[src/rtl/uart_word_loader.sv]
// uart_word_loader: turns a UART byte stream into addressed 32-bit memory writes.
// Packet: 4-byte little-endian word count N, then N little-endian 32-bit words.
// Writes leave on a valid/ready port at addresses 0..N-1.
// Optional feature: define UART_LOADER_CHECKSUM_EN to require one trailing
// checksum byte equal to the XOR of all data bytes.
module uart_word_loader #(
  parameter int ADDR_W         = 12,
  parameter int TIMEOUT_CYCLES = 86800,
  parameter int TIMER_W        = 17
) (
  input  logic              clk,
  input  logic              reset_n,
  input  logic [7:0]        in_byte,
  input  logic              in_valid,
  input  logic              in_err,
  input  logic              restart,
  output logic              out_valid,
  input  logic              out_ready,
  output logic [ADDR_W-1:0] out_addr,
  output logic [31:0]       out_data,
  output logic              busy,
  output logic              done,
  output logic              error,
  output logic [1:0]        err_code
);

`ifdef UART_LOADER_CHECKSUM_EN
  typedef enum logic [2:0] {S_HDR, S_DATA, S_CSUM, S_DONE, S_ERROR} state_t;
  localparam state_t S_AFTER_DATA = S_CSUM;
`else
  typedef enum logic [2:0] {S_HDR, S_DATA, S_DONE, S_ERROR} state_t;
  localparam state_t S_AFTER_DATA = S_DONE;
`endif

  localparam logic [31:0]        MAX_N        = 32'd1 << ADDR_W;
  localparam logic [ADDR_W:0]    PTR_ONE      = {{ADDR_W{1'b0}}, 1'b1};
  localparam logic [TIMER_W-1:0] TIMER_RELOAD = TIMER_W'(TIMEOUT_CYCLES);
  localparam logic [TIMER_W-1:0] TIMER_ONE    = {{(TIMER_W-1){1'b0}}, 1'b1};
  localparam logic [1:0]         ERR_OVERFLOW = 2'd1;
  localparam logic [1:0]         ERR_TIMEOUT  = 2'd2;
  localparam logic [1:0]         ERR_FRAME    = 2'd3;

  state_t             state, state_next;
  logic [1:0]         byte_idx;
  logic [31:0]        acc, acc_next;
  logic [ADDR_W:0]    word_cnt, wr_ptr;
  logic [TIMER_W-1:0] timer;
  logic               active, accept, last_byte, timeout;
  logic               load_word, err_set;
  logic [1:0]         err_code_next;
`ifdef UART_LOADER_CHECKSUM_EN
  logic [7:0]         csum;
`endif

  // Bytes are only consumed while a packet can still make progress.
  assign active    = (state != S_DONE) && (state != S_ERROR);
  assign accept    = in_valid && active && !restart;
  assign last_byte = (byte_idx == 2'd3);
  assign acc_next  = {in_byte, acc[31:8]};
`ifdef UART_LOADER_CHECKSUM_EN
  assign busy      = (state == S_DATA) || (state == S_CSUM) || (byte_idx != 2'd0);
`else
  assign busy      = (state == S_DATA) || (byte_idx != 2'd0);
`endif
  assign timeout   = busy && !in_valid && (timer == '0);
  assign done      = (state == S_DONE) && !out_valid;
  assign error     = (state == S_ERROR);

  // State register.
  always_ff @(posedge clk or negedge reset_n) begin
    // NOTE: sequential state uses non-blocking assignments so every register
    // samples pre-edge values regardless of block ordering.
    if (!reset_n) state <= S_HDR;
    else          state <= state_next;
  end

  // Next-state decode; errors are applied lowest priority first so that
  // framing/size overrides overflow, which overrides timeout.
  always_comb begin
    // NOTE: every output of this block gets a default first, so no path can
    // leave a variable unassigned and infer a latch.
    state_next    = state;
    load_word     = 1'b0;
    err_set       = 1'b0;
    err_code_next = 2'd0;
    if (timeout) begin
      err_set       = 1'b1;
      err_code_next = ERR_TIMEOUT;
    end
    case (state)
      S_HDR: if (accept && last_byte) begin
        if (acc_next > MAX_N) begin
          err_set       = 1'b1;
          err_code_next = ERR_FRAME;
        end else if (acc_next == 32'd0) begin
          state_next = S_AFTER_DATA;
        end else begin
          state_next = S_DATA;
        end
      end
      S_DATA: if (accept && last_byte) begin
        if (out_valid && !out_ready) begin
          err_set       = 1'b1;
          err_code_next = ERR_OVERFLOW;
        end else begin
          load_word = 1'b1;
          if (wr_ptr + PTR_ONE == word_cnt) state_next = S_AFTER_DATA;
        end
      end
`ifdef UART_LOADER_CHECKSUM_EN
      S_CSUM: if (accept) begin
        if (in_byte == csum) begin
          state_next = S_DONE;
        end else begin
          err_set       = 1'b1;
          err_code_next = ERR_FRAME;
        end
      end
`endif
      default: ;
    endcase
    if (active && in_err) begin
      err_set       = 1'b1;
      err_code_next = ERR_FRAME;
    end
    if (err_set) begin
      state_next = S_ERROR;
      load_word  = 1'b0;
    end
    if (restart) begin
      state_next = S_HDR;
      load_word  = 1'b0;
      err_set    = 1'b0;
    end
  end

  // Byte assembly, write pointer, output port, error code and idle timer.
  always_ff @(posedge clk or negedge reset_n) begin
    if (!reset_n) begin
      byte_idx  <= 2'd0;
      acc       <= 32'd0;
      word_cnt  <= '0;
      wr_ptr    <= '0;
      timer     <= TIMER_RELOAD;
      out_valid <= 1'b0;
      out_addr  <= '0;
      out_data  <= 32'd0;
      err_code  <= 2'd0;
    end else if (restart) begin
      byte_idx  <= 2'd0;
      acc       <= 32'd0;
      word_cnt  <= '0;
      wr_ptr    <= '0;
      timer     <= TIMER_RELOAD;
      out_valid <= 1'b0;
      err_code  <= 2'd0;
    end else begin
      if (accept) begin
        acc <= acc_next;
        // The checksum byte is a lone byte, so it never opens a word.
        byte_idx <= (state == S_HDR || state == S_DATA) ? byte_idx + 2'd1 : 2'd0;
      end
      if (state == S_HDR && accept && last_byte) word_cnt <= acc_next[ADDR_W:0];
      if (load_word) begin
        out_valid <= 1'b1;
        out_addr  <= wr_ptr[ADDR_W-1:0];
        out_data  <= acc_next;
        wr_ptr    <= wr_ptr + PTR_ONE;
      end else if (state_next == S_ERROR || out_ready) begin
        // Address/data stay put so an aborted word remains observable.
        out_valid <= 1'b0;
      end
      if (err_set) begin
        byte_idx <= 2'd0;
        err_code <= err_code_next;
      end
      if (in_valid || !busy)  timer <= TIMER_RELOAD;
      else if (timer != '0)   timer <= timer - TIMER_ONE;
    end
  end

`ifdef UART_LOADER_CHECKSUM_EN
  // Running XOR of data bytes; header bytes never contribute.
  always_ff @(posedge clk or negedge reset_n) begin
    if (!reset_n)                           csum <= 8'd0;
    else if (restart || state == S_HDR)     csum <= 8'd0;
    else if (state == S_DATA && accept)     csum <= csum ^ in_byte;
  end
`endif

endmodule

[config.mk]
export PLATFORM = sky130hd
export DESIGN_NAME = uart_word_loader
export DESIGN_NICKNAME = d
export VERILOG_FILES = /design/src/rtl/uart_word_loader.sv
export SDC_FILE = /design/constraint.sdc
export NUM_CORES = 1
export LEC_CHECK = 0
export BUFFER_PORTS_ARGS = -buffer_cell sky130_fd_sc_hd__buf_2
export CAP_MARGIN = 5
export CORE_MARGIN = 8
export CORE_UTILIZATION = 28
export CTS_CLUSTER_DIAMETER = 40
export CTS_CLUSTER_SIZE = 24
export DETAILED_ROUTE_END_ITERATION = 10
export MAX_ROUTING_LAYER = met4
export PLACE_DENSITY = 0.56
export RECOVER_POWER = 100
export SLEW_MARGIN = 5
export SYNTH_ARGS = -nofsm -noshare
export SYNTH_HDL_FRONTEND = slang
export SYNTH_SLANG_ARGS = --single-unit
[constraint.sdc]
create_clock -name clk -period 6.15 [get_ports clk]
set_input_delay 0 -clock clk [delete_from_list [all_inputs] [get_ports clk]]
set_output_delay 0 -clock clk [all_outputs]
set_load 0.02 [all_outputs]
==> results.yml, run 1 <==
worst_setup_path:
  crit_required_ns: 6.39
  worstSetupPathType: "reg -> reg"
  cp.arrival_ns: 4.33
  crit_fanout: 68
  worst_setup_path_end_kind: "register"
  crit_path_start_kind: "register"
placed_design:
  port_buffers: 63
  place_ws_ns: 2.55
  place_congestion: 0.800
  place_hpwl_mm: 9.14
sta:
  fin_crit_ns: 4.09
  rsz0062_at_grt: "false"
  worst_slack_ns: 2.06
  max_freq_mhz: 245
  finClkSkew_ns: 0.0160
  tightest_slew_ns: 3.34
  slew_headroom_pct: -123
  finalMaxSlewViolations: 132
  fin_setup_tns_ns: 0
  fin_crit_sh_pct: 66.5
  setup_violations: 0
  hold_viol: 0
pwr:
  comb_power_share_pct: 5.7
  power.density_mw_per_mm2: 261
  clkPwrFrac_pct: 48.2
  seqPwrFrac_pct: 46.1
  swShare_pct: 23.2
  switchingPower_uw: 406
  internal_power_uw: 1350
  power.leakage_uw: 0.00298
  max-vdd-ir-drop_mv: 0.205
floorplanning:
  core.rowCount: 52
  die_y_um: 159
  die-area_mm2: 0.0252
  die_width_um: 159
  coreArea_mm2: 0.0201
  design.portCount: 64
  initial_core_util_pct: 28.4
route:
  drt_iter0_drc: 298
  ant_nets: 0
  dr.pass1.iters: 4
  routed_wl_mm: 13.5
  drcViolationCount: 0
  wl_per_cell_um: 15.2
  vias: 4159
  vias_per_cell: 4.69
logic_synthesis:
  avgSynthCellArea_um2: 10.5
  synth_seq_area_share_pct: 52.3
  synth_ff_type: "dfrtp_1"
  syn_nets: 563
  synth.distinct_cells: 55
  netlist_area_mm2: 0.00571
  synth-seq-cells: 119
  async_reset_ff_share_pct: 100
  ys_warn_count: 0
  synth_edf_count: 0
  netlist_instances: 544
worst_hold_path:
  hold_path_class: "in -> reg"
clock_tree:
  root_buffer: "clkbuf_16"
  cts.path.max_buffers: 2
  worstSkewPairLatency_ns: 0.42
  cts_resized: 0
  cts_tree: "built"
  cts.htree.levels: 4
  clock-sinks: 119
  clkTransAtPathRegs_ns: 0.05
  cts_made_buffers: 17
global_routing:
  grt_pass1_vias: 4124
  grt_pass1_wl_mm: 22.6
  grt_usage_pct: 11.4
  grt_overflow: 0
  grt_max_degree: 69
  antenna_found_initial: 0
final_layout:
  drive_gt1_share_pct: 16.0
  area_growth_pct: 17.3
  finish.utilization_pct: 33.3
  fin_nets: 627
  antennaDiodeCount: 0
run_status:
  status: "finished, violations left"
  violations: "max-capacitance violations, max-slew violations"
flow_run:
  cap_viol_max_count: 2
[through the flow]
stage	instance area (um^2)	power, uW	hold WS (ns)	cells
global route	6700	1830	0.0864	887
finish	6700	1750	0.0436	887
floorplan	5710	878	-0.296	544
CTS	6820	1780	0.0352	887
detailed placement	6220	921	0.154	849
global placement	6220	921	0.156	849
[logic make-up (layout without fill, tap and decap cells)]
kind of cell               Yosys count  after routing  synth area share [%]
xor gates and xnor gates            32             32                  4.91
adders and majority gates            5              5                  1.10
muxes                               56             56                  10.8
AOI/OAI and AO/OA                   89             89                  9.48
and+or+nand+nor                    202            202                  17.5
DFF                                119            119                  52.3
buffers and inverters               41            114                  3.92
[cell usage in the layout, fill, tap and decap left out, drive strengths merged, types with 6 or more instances in the layout]
cell type / instances
mux2i: 10
nor3: 15
dfstp: 6
inv: 10
nor2: 41
clkbuf: 75
mux2: 46
dlygate4sd3: 10
xor2: 9
nor4: 16
clkinv: 6
nand2: 73
dfrtp: 113
a21oi: 37
xnor2: 23
o21ai: 25
nand3: 11
o31ai: 8
buf: 13
nor2b: 8
[sequential cells by signal, indices dropped and copies added (netlist names)]
register	count
timer	17
err_code	2
wr_ptr	13
word_cnt	13
out_addr	12
out_valid	1
state	3
byte_idx	2
acc	24
out_data	32
[power groups by stage]
stage | clock network [uW] | registers, uW | logic [uW]
global placement | 0 | 821 | 99.9
CTS | 866 | 808 | 105
finish | 844 | 808 | 99.6
global route | 903 | 810 | 114
floorplan | 0 | 818 | 59.9
detailed placement | 0 | 821 | 99.7
[final cells by class]
cell class / count / area [um^2]
Clock inverter: 6 / 30.0
Inverter: 10 / 37.5
Tap cell: 270 / 338
Timing Repair Buffer: 76 / 369
Fill cell: 2066 / 13400
Multi-Input combinational cell: 384 / 2480
Clock buffer: 22 / 464
Sequential cell: 119 / 2990
[per-layer routing]
metal  part of all wire [%]  vias to the layer above  wire length (um)  GRT usage [%]
li1                       -                     2046                 -              -
met1                     50                     2033              6820           15.1
met2                     46                       69              6180           16.2
met3                    2.8                       11               378           3.13
met4                   0.99                        0               134           4.46
met5                      0                        -                 0              -
[synth_stat cells, drive strengths merged (6+ instances only)]
| master | count | area, um^2 |
|---|---|---|
| mux2i | 10 | 100 |
| nor4 | 16 | 115 |
| buf | 16 | 130 |
| xor2 | 9 | 78.8 |
| nand2 | 73 | 274 |
| a21oi | 37 | 185 |
| dfstp | 6 | 158 |
| o21ai | 25 | 136 |
| nor2b | 8 | 50.1 |
| xnor2 | 23 | 201 |
| mux2 | 46 | 518 |
| nor2 | 41 | 156 |
| clkbuf | 15 | 56.3 |
| nand3 | 11 | 55.1 |
| o31ai | 8 | 60.1 |
| nor3 | 15 | 75.1 |
| inv | 10 | 37.5 |
| dfrtp | 113 | 2830 |
[what timing repair did]
action / CTS / global route
setup endpoints to repair: 0 / 0
setup buffers: 0 / 0
hold buffers: 10 / 0
endpoints found under the hold margin: 79 / 0
[worst max-delay path, cell delays in order (launching register included)]
cell and delay (ns):
dfrtp_1 0.38, ha_1 0.17, nor2b_1 0.17, nand4_1 0.75, a31oi_1 0.62, nand4bb_2 0.24, clkbuf_2 1.16, nor2_1 0.07
o21ai_0 0.22, o31ai_1 0.09
[final timing paths]
check	startpoint	to	slack, ns	depth (start not counted)
min in group asynchronous	reset_n	out_data[0]$_DFFE_PN0P_	1.30	2
setup / recovery	byte_idx[1]$_DFFE_PN0P_	wr_ptr[7]$_DFFE_PN0P_	2.06	9
setup reg to reg	byte_idx[1]$_DFFE_PN0P_	wr_ptr[7]$_DFFE_PN0P_	2.06	9
max in group asynchronous	reset_n	word_cnt[4]$_DFFE_PN0P_	2.11	3
hold reg to reg	out_data[12]$_DFFE_PN0P_	out_data[12]$_DFFE_PN0P_	0.48	2
hold / removal	in_valid	byte_idx[1]$_DFFE_PN0P_	0.04	4
Note: power is estimated with default switching activity, not from simulation.
==> run 2: changes to the inputs <==
==> constraint.sdc (replaced) <==
create_clock -name clk -period 4 [get_ports clk]
set_input_delay 0 -clock clk [delete_from_list [all_inputs] [get_ports clk]]
set_output_delay 0 -clock clk [all_outputs]
set_load 0.02 [all_outputs]
==> run 2 against run 1 <==
The run still ends with max-capacitance violations, max-slew violations left; clock skew down 0.011 ns; register-to-register slack worse by 1.1 ns; via count up 0.58%; wire length up 0.73%; power up 74%; critical path depth down 1.
==> results.yml, run 2 (synthesis gave the netlist of run 1 again) <==
route:
  vias_per_cell: 4.67
  top_layer_used: "met4"
  wl_per_cell_um: 15.2
  wl_met1_mm: 6.76
  wl_met2_mm: 6.22
  dr.pass1.iters: 5
  routed_wl_mm: 13.6
  met3_length_um: 498
  drt_iter0_drc: 223
  ant_nets: 0
  vias: 4183
  drcViolationCount: 0
worst_setup_path:
  crit_path_start_kind: "register"
  crit_required_ns: 4.28
  critPathLaunch: "byte_idx[0]$_DFFE_PN0P_"
  worstReg2RegEnd: "wr_ptr[6]$_DFFE_PN0P_"
  crit_fanout: 31
  r2r_slack_ns: 0.92
  reg2reg_depth: 8
  worst_setup_path_end_kind: "register"
  cp.arrival_ns: 3.36
  reg2reg_from: "byte_idx[0]$_DFFE_PN0P_"
  worstSetupPathType: "reg -> reg"
  endpoint: "wr_ptr[6]$_DFFE_PN0P_"
global_routing:
  grt_usage_pct: 11.3
  antenna_found_initial: 0
  grt_pass1_wl_mm: 22.7
  grt_max_degree: 69
  grt_pass1_vias: 4214
  grt_overflow: 0
clock_tree:
  cts_made_buffers: 17
  cts_setup_buffers: 0
  cts.htree.levels: 4
  worstSkewPairLatency_ns: 0.41
  cts.path.max_buffers: 2
  clkTransAtPathRegs_ns: 0.06
  clock-sinks: 119
  cts_tree: "built"
  root_buffer: "clkbuf_16"
sta:
  finClkSkew_ns: 0.00523
  slew_headroom_pct: -13.0
  hold_viol: 0
  fin_crit_sh_pct: 77.1
  fin_setup_tns_ns: 0
  hold_slack_ns: 0.0361
  tightest_slew_ns: 1.70
  max_freq_mhz: 324
  finalMaxSlewViolations: 69
  fin_crit_ns: 3.08
  rsz0062_at_grt: "false"
  setup_violations: 0
pwr:
  power.density_mw_per_mm2: 442
  max-vdd-ir-drop_mv: 0.313
  power.leakage_uw: 0.00305
final_layout:
  top_register: "out_data"
  final_common_cell: "dfrtp_1"
  fin_nets: 631
  antennaDiodeCount: 0
  final_cell_mix: "dfrtp_1, nand2_1, clkbuf_1"
  largest_register_ff_count: 32
  drive_gt1_share_pct: 17.4
  area_growth_pct: 20.6
  reg.largest.list: "out_data: 32 flops, acc: 24 flops, timer: 17 flops"
  n_fill_cell: 2056
run_status:
  violations: "max-capacitance violations, max-slew violations"
  status: "finished, violations left"
floorplanning:
  die_width_um: 159
  die_y_um: 159
  core.rowCount: 52
  coreArea_mm2: 0.0201
  design.portCount: 64
  initial_core_util_pct: 28.4
  die-area_mm2: 0.0252
placed_design:
  port_buffers: 63
  place_congestion: 0.831
  place_hpwl_mm: 9.34
flow_run:
  cap_viol_max_count: 1
worst_hold_path:
  hold_path_class: "in -> reg"
[run 2: cell types whose count changed in the layout (fill, tap and decap cells not counted), moves of 3 or more]
| cell | delta |
|---|---|
| clkinvlp_4 | +3 |
| buf_4 | +4 |
| clkinv_2 | -4 |
| bufinv_16 | +4 |
[run 2: layer usage]
metal / track usage [%] / up-vias
met4: 4.16 / 0
met2: 16.6 / 80
met5: - / -
li1: - / 2046
met1: 14.7 / 2046
met3: 3.10 / 11
[run 2: power breakdown]
part	switching (uW)	internal, uW
clock network	554	1090
registers	20.2	1220
logic	108	49.5
total	682	2360
[run 2: critical path, cell delays in order (launching register included)]
cell	delay [ns]
dfrtp_1	0.41
ha_1	0.22
nor2b_1	0.14
nand4_1	0.11
clkbuf_1	0.79
a31oi_1	0.24
nand4bb_1	0.34
buf_4	0.32
o41ai_1	0.36
[run 2: layout make-up]
class	instances	area, um^2	share of cell area, %
flip-flops and latches	119	2990	43.3
multi-input cells	384	2490	36.2
clock buffers	21	470	6.83
repair buffers	80	398	5.77
well taps	270	338	4.90
clock inverters	11	170	2.47
inverters	10	37.5	0.545
[run 2: repair_timing]
item	in CTS	in global routing
hold buffers	10	0
hold endpoints to repair	84	0
gates resized for setup	0	0
[run 2: how the worst min path moves through the flow]
stage / cells after the start / start / to
finish: 4 / in_valid / byte_idx[1]$_DFFE_PN0P_
global route: 4 / in_valid / byte_idx[1]$_DFFE_PN0P_
CTS: 4 / in_valid / byte_idx[1]$_DFFE_PN0P_
detailed placement: 1 / reset_n / out_data[1]$_DFFE_PN0P_
global placement: 1 / reset_n / out_data[1]$_DFFE_PN0P_
floorplan: 0 / reset_n / acc[10]$_DFFE_PN0P_
[run 2: through the flow]
step,power [uW],util (%),std cells,worst slack (ns),instance area (um^2)
floorplan,1350,-,544,1.76,5710
global placement,1420,31.1,853,1.31,6250
detailed placement,1420,31.1,853,1.31,6250
CTS,3090,34.8,895,1.30,6990
global route,3160,34.3,895,0.614,6890
finish,3050,34.3,895,0.918,6890
==> run 3: changes to the inputs <==
--- a/config.mk
+++ b/config.mk
@@ -13,7 +13,7 @@
 export CTS_CLUSTER_SIZE = 24
 export DETAILED_ROUTE_END_ITERATION = 10
 export MAX_ROUTING_LAYER = met4
-export PLACE_DENSITY = 0.56
+export PLACE_DENSITY = 0.58
 export RECOVER_POWER = 100
 export SLEW_MARGIN = 5
 export SYNTH_ARGS = -nofsm -noshare
==> constraint.sdc (replaced) <==
create_clock -name clk -period 2.55 [get_ports clk]
set_input_delay 0 -clock clk [delete_from_list [all_inputs] [get_ports clk]]
set_output_delay 0 -clock clk [all_outputs]
set_load 0.02 [all_outputs]
==> run 3 against run 2 <==
Clock-buffer cell count unchanged; non-clock buffer count grew 20; sequential cell count stayed put; largest power group unchanged; sequential share of layout area decreased by 1.4 points; the run now ends clean; clock skew increased by 0.0063 ns; combinational power is 59% higher; global-route usage rose by 0.20 points; die area is the same; via count increased by 3.0%; core utilization up 1.1 points.
==> results.yml, run 3 (synthesis gave the netlist of run 1 again) <==
global_routing:
  grt_pass1_wl_mm: 23.0
  grt_pass1_vias: 4259
  grt_max_degree: 51
  grt_usage_pct: 11.5
  antenna_found_initial: 0
  grt_overflow: 0
route:
  wl_per_cell_um: 15.1
  routed_wl_mm: 13.9
  vias: 4310
  vias_per_cell: 4.71
  drt_iter0_drc: 225
  drcViolationCount: 0
  dr.pass1.iters: 4
  ant_nets: 0
floorplanning:
  core.rowCount: 52
  coreArea_mm2: 0.0201
  die_width_um: 159
  design.portCount: 64
  die-area_mm2: 0.0252
  die_y_um: 159
  initial_core_util_pct: 28.4
worst_setup_path:
  cp.arrival_ns: 2.72
  crit_fanout: 40
  worstSetupPathType: "reg -> reg"
  crit_required_ns: 2.84
  worstReg2RegEnd: "out_addr[11]$_DFFE_PN0P_"
  r2r_slack_ns: 0.12
  crit_path_start_kind: "register"
  worst_setup_path_end_kind: "register"
  reg2reg_from: "timer[13]$_DFFE_PN0P_"
  reg2reg_depth: 6
sta:
  fin_crit_sh_pct: 95.2
  fin_crit_ns: 2.43
  rsz0062_at_grt: "false"
  finClkSkew_ns: 0.0116
  max_freq_mhz: 412
  tightest_slew_ns: 1.22
  finalMaxSlewViolations: 0
  hold_viol: 0
  fin_setup_tns_ns: 0
  slew_headroom_pct: 18.5
  setup_violations: 0
final_layout:
  stdcell_area_mm2: 0.00712
  drive_gt1_share_pct: 20.6
  top_register: "out_data"
  reg.largest.list: "out_data: 32 flops, acc: 24 flops, timer: 17 flops"
  antennaDiodeCount: 0
  final_cell_mix: "dfrtp_1, nand2_1, clkbuf_1"
  largest_register_ff_count: 32
  area_growth_pct: 24.6
  final_common_cell: "dfrtp_1"
  fin_nets: 651
  instances_no_fill: 915
clock_tree:
  cts_made_buffers: 17
  cts.path.max_buffers: 2
  clkTransAtPathRegs_ns: 0.06
  worstSkewPairLatency_ns: 0.42
  cts_setup_buffers: 0
  cts_tree: "built"
  root_buffer: "clkbuf_16"
  clock-sinks: 119
  cts.htree.levels: 4
placed_design:
  place_congestion: 0.789
  place_area_mm2: 0.00644
  post-place-cells: 873
  place_hpwl_mm: 9.49
  port_buffers: 63
pwr:
  power.total_uw: 4910
  max-vdd-ir-drop_mv: 0.510
  power.leakage_uw: 0.00318
  power.density_mw_per_mm2: 689
worst_hold_path:
  worst_hold_path.endpoint: "byte_idx[1]$_DFFE_PN0P_"
  hold_path_class: "in -> reg"
  holdPathStages: 4
  min_from: "in_valid"
flow_run:
  cap_viol_max_count: 0
run_status:
  status: "complete, no violations"
run 3: cell type report:
type / count / area, um^2
fill: 2041 / 13000
sequential: 119 / 2990
multi-input combinational: 384 / 2520
timing repair buffer: 100 / 564
clock buffer: 21 / 480
tap: 270 / 338
clock inverter: 11 / 193
inverter: 10 / 37.5
run 3: critical path, cell delays in order (launching register included):
cell,delay [ns]
dfrtp_1,0.39
or4_1,0.57
nor4bb_1,0.32
a31oi_1,0.23
nand4bb_4,0.19
buf_12,0.23
mux2_2,0.35
run 3: what timing repair did:
action                                 CTS  global route
resized for setup                        0             3
endpoints found under the hold margin   65             0
setup endpoints to repair                0            15
hold buffers                            10             0
run 3: report_power, final:
group | switching, uW | internal [uW]
clock | 867 | 1840
sequential | 33.2 | 1920
combinational | 170 | 80.7
run 3: worst max path at each step:
stage / slack [ns] / to / start / cells past startpoint
6_report: 0.12 / out_addr[11]$_DFFE_PN0P_ / timer[13]$_DFFE_PN0P_ / 6
5_1_grt: 0.01 / out_addr[11]$_DFFE_PN0P_ / timer[11]$_DFFE_PN0P_ / 6
4_1_cts: 0.009 / wr_ptr[8]$_DFFE_PN0P_ / timer[13]$_DFFE_PN0P_ / 7
3_5_place_dp: 0.02 / wr_ptr[8]$_DFFE_PN0P_ / timer[13]$_DFFE_PN0P_ / 7
3_3_place_gp: 0.07 / wr_ptr[8]$_DFFE_PN0P_ / timer[13]$_DFFE_PN0P_ / 7
2_1_floorplan: 0.31 / out_addr[0]$_DFFE_PN0P_ / timer[11]$_DFFE_PN0P_ / 7
run 3: per-layer routing:
layer	global-route usage (%)	wire [um]	part of all wire (%)
met1	15.1	6770	49
met2	17.1	6430	46
met3	2.95	494	3.6
met4	3.81	158	1.1
met5	-	0	0
run 3: stage by stage:
step,setup slack (ns),hold slack [ns],utilization (%)
2_1_floorplan,0.306,-0.296,-
3_3_place_gp,0.0674,0.0731,32.0
3_5_place_dp,0.0201,0.0724,32.0
4_1_cts,0.00942,0.0155,35.9
5_1_grt,0.0102,0.0768,35.4
6_report,0.121,0.0383,35.4
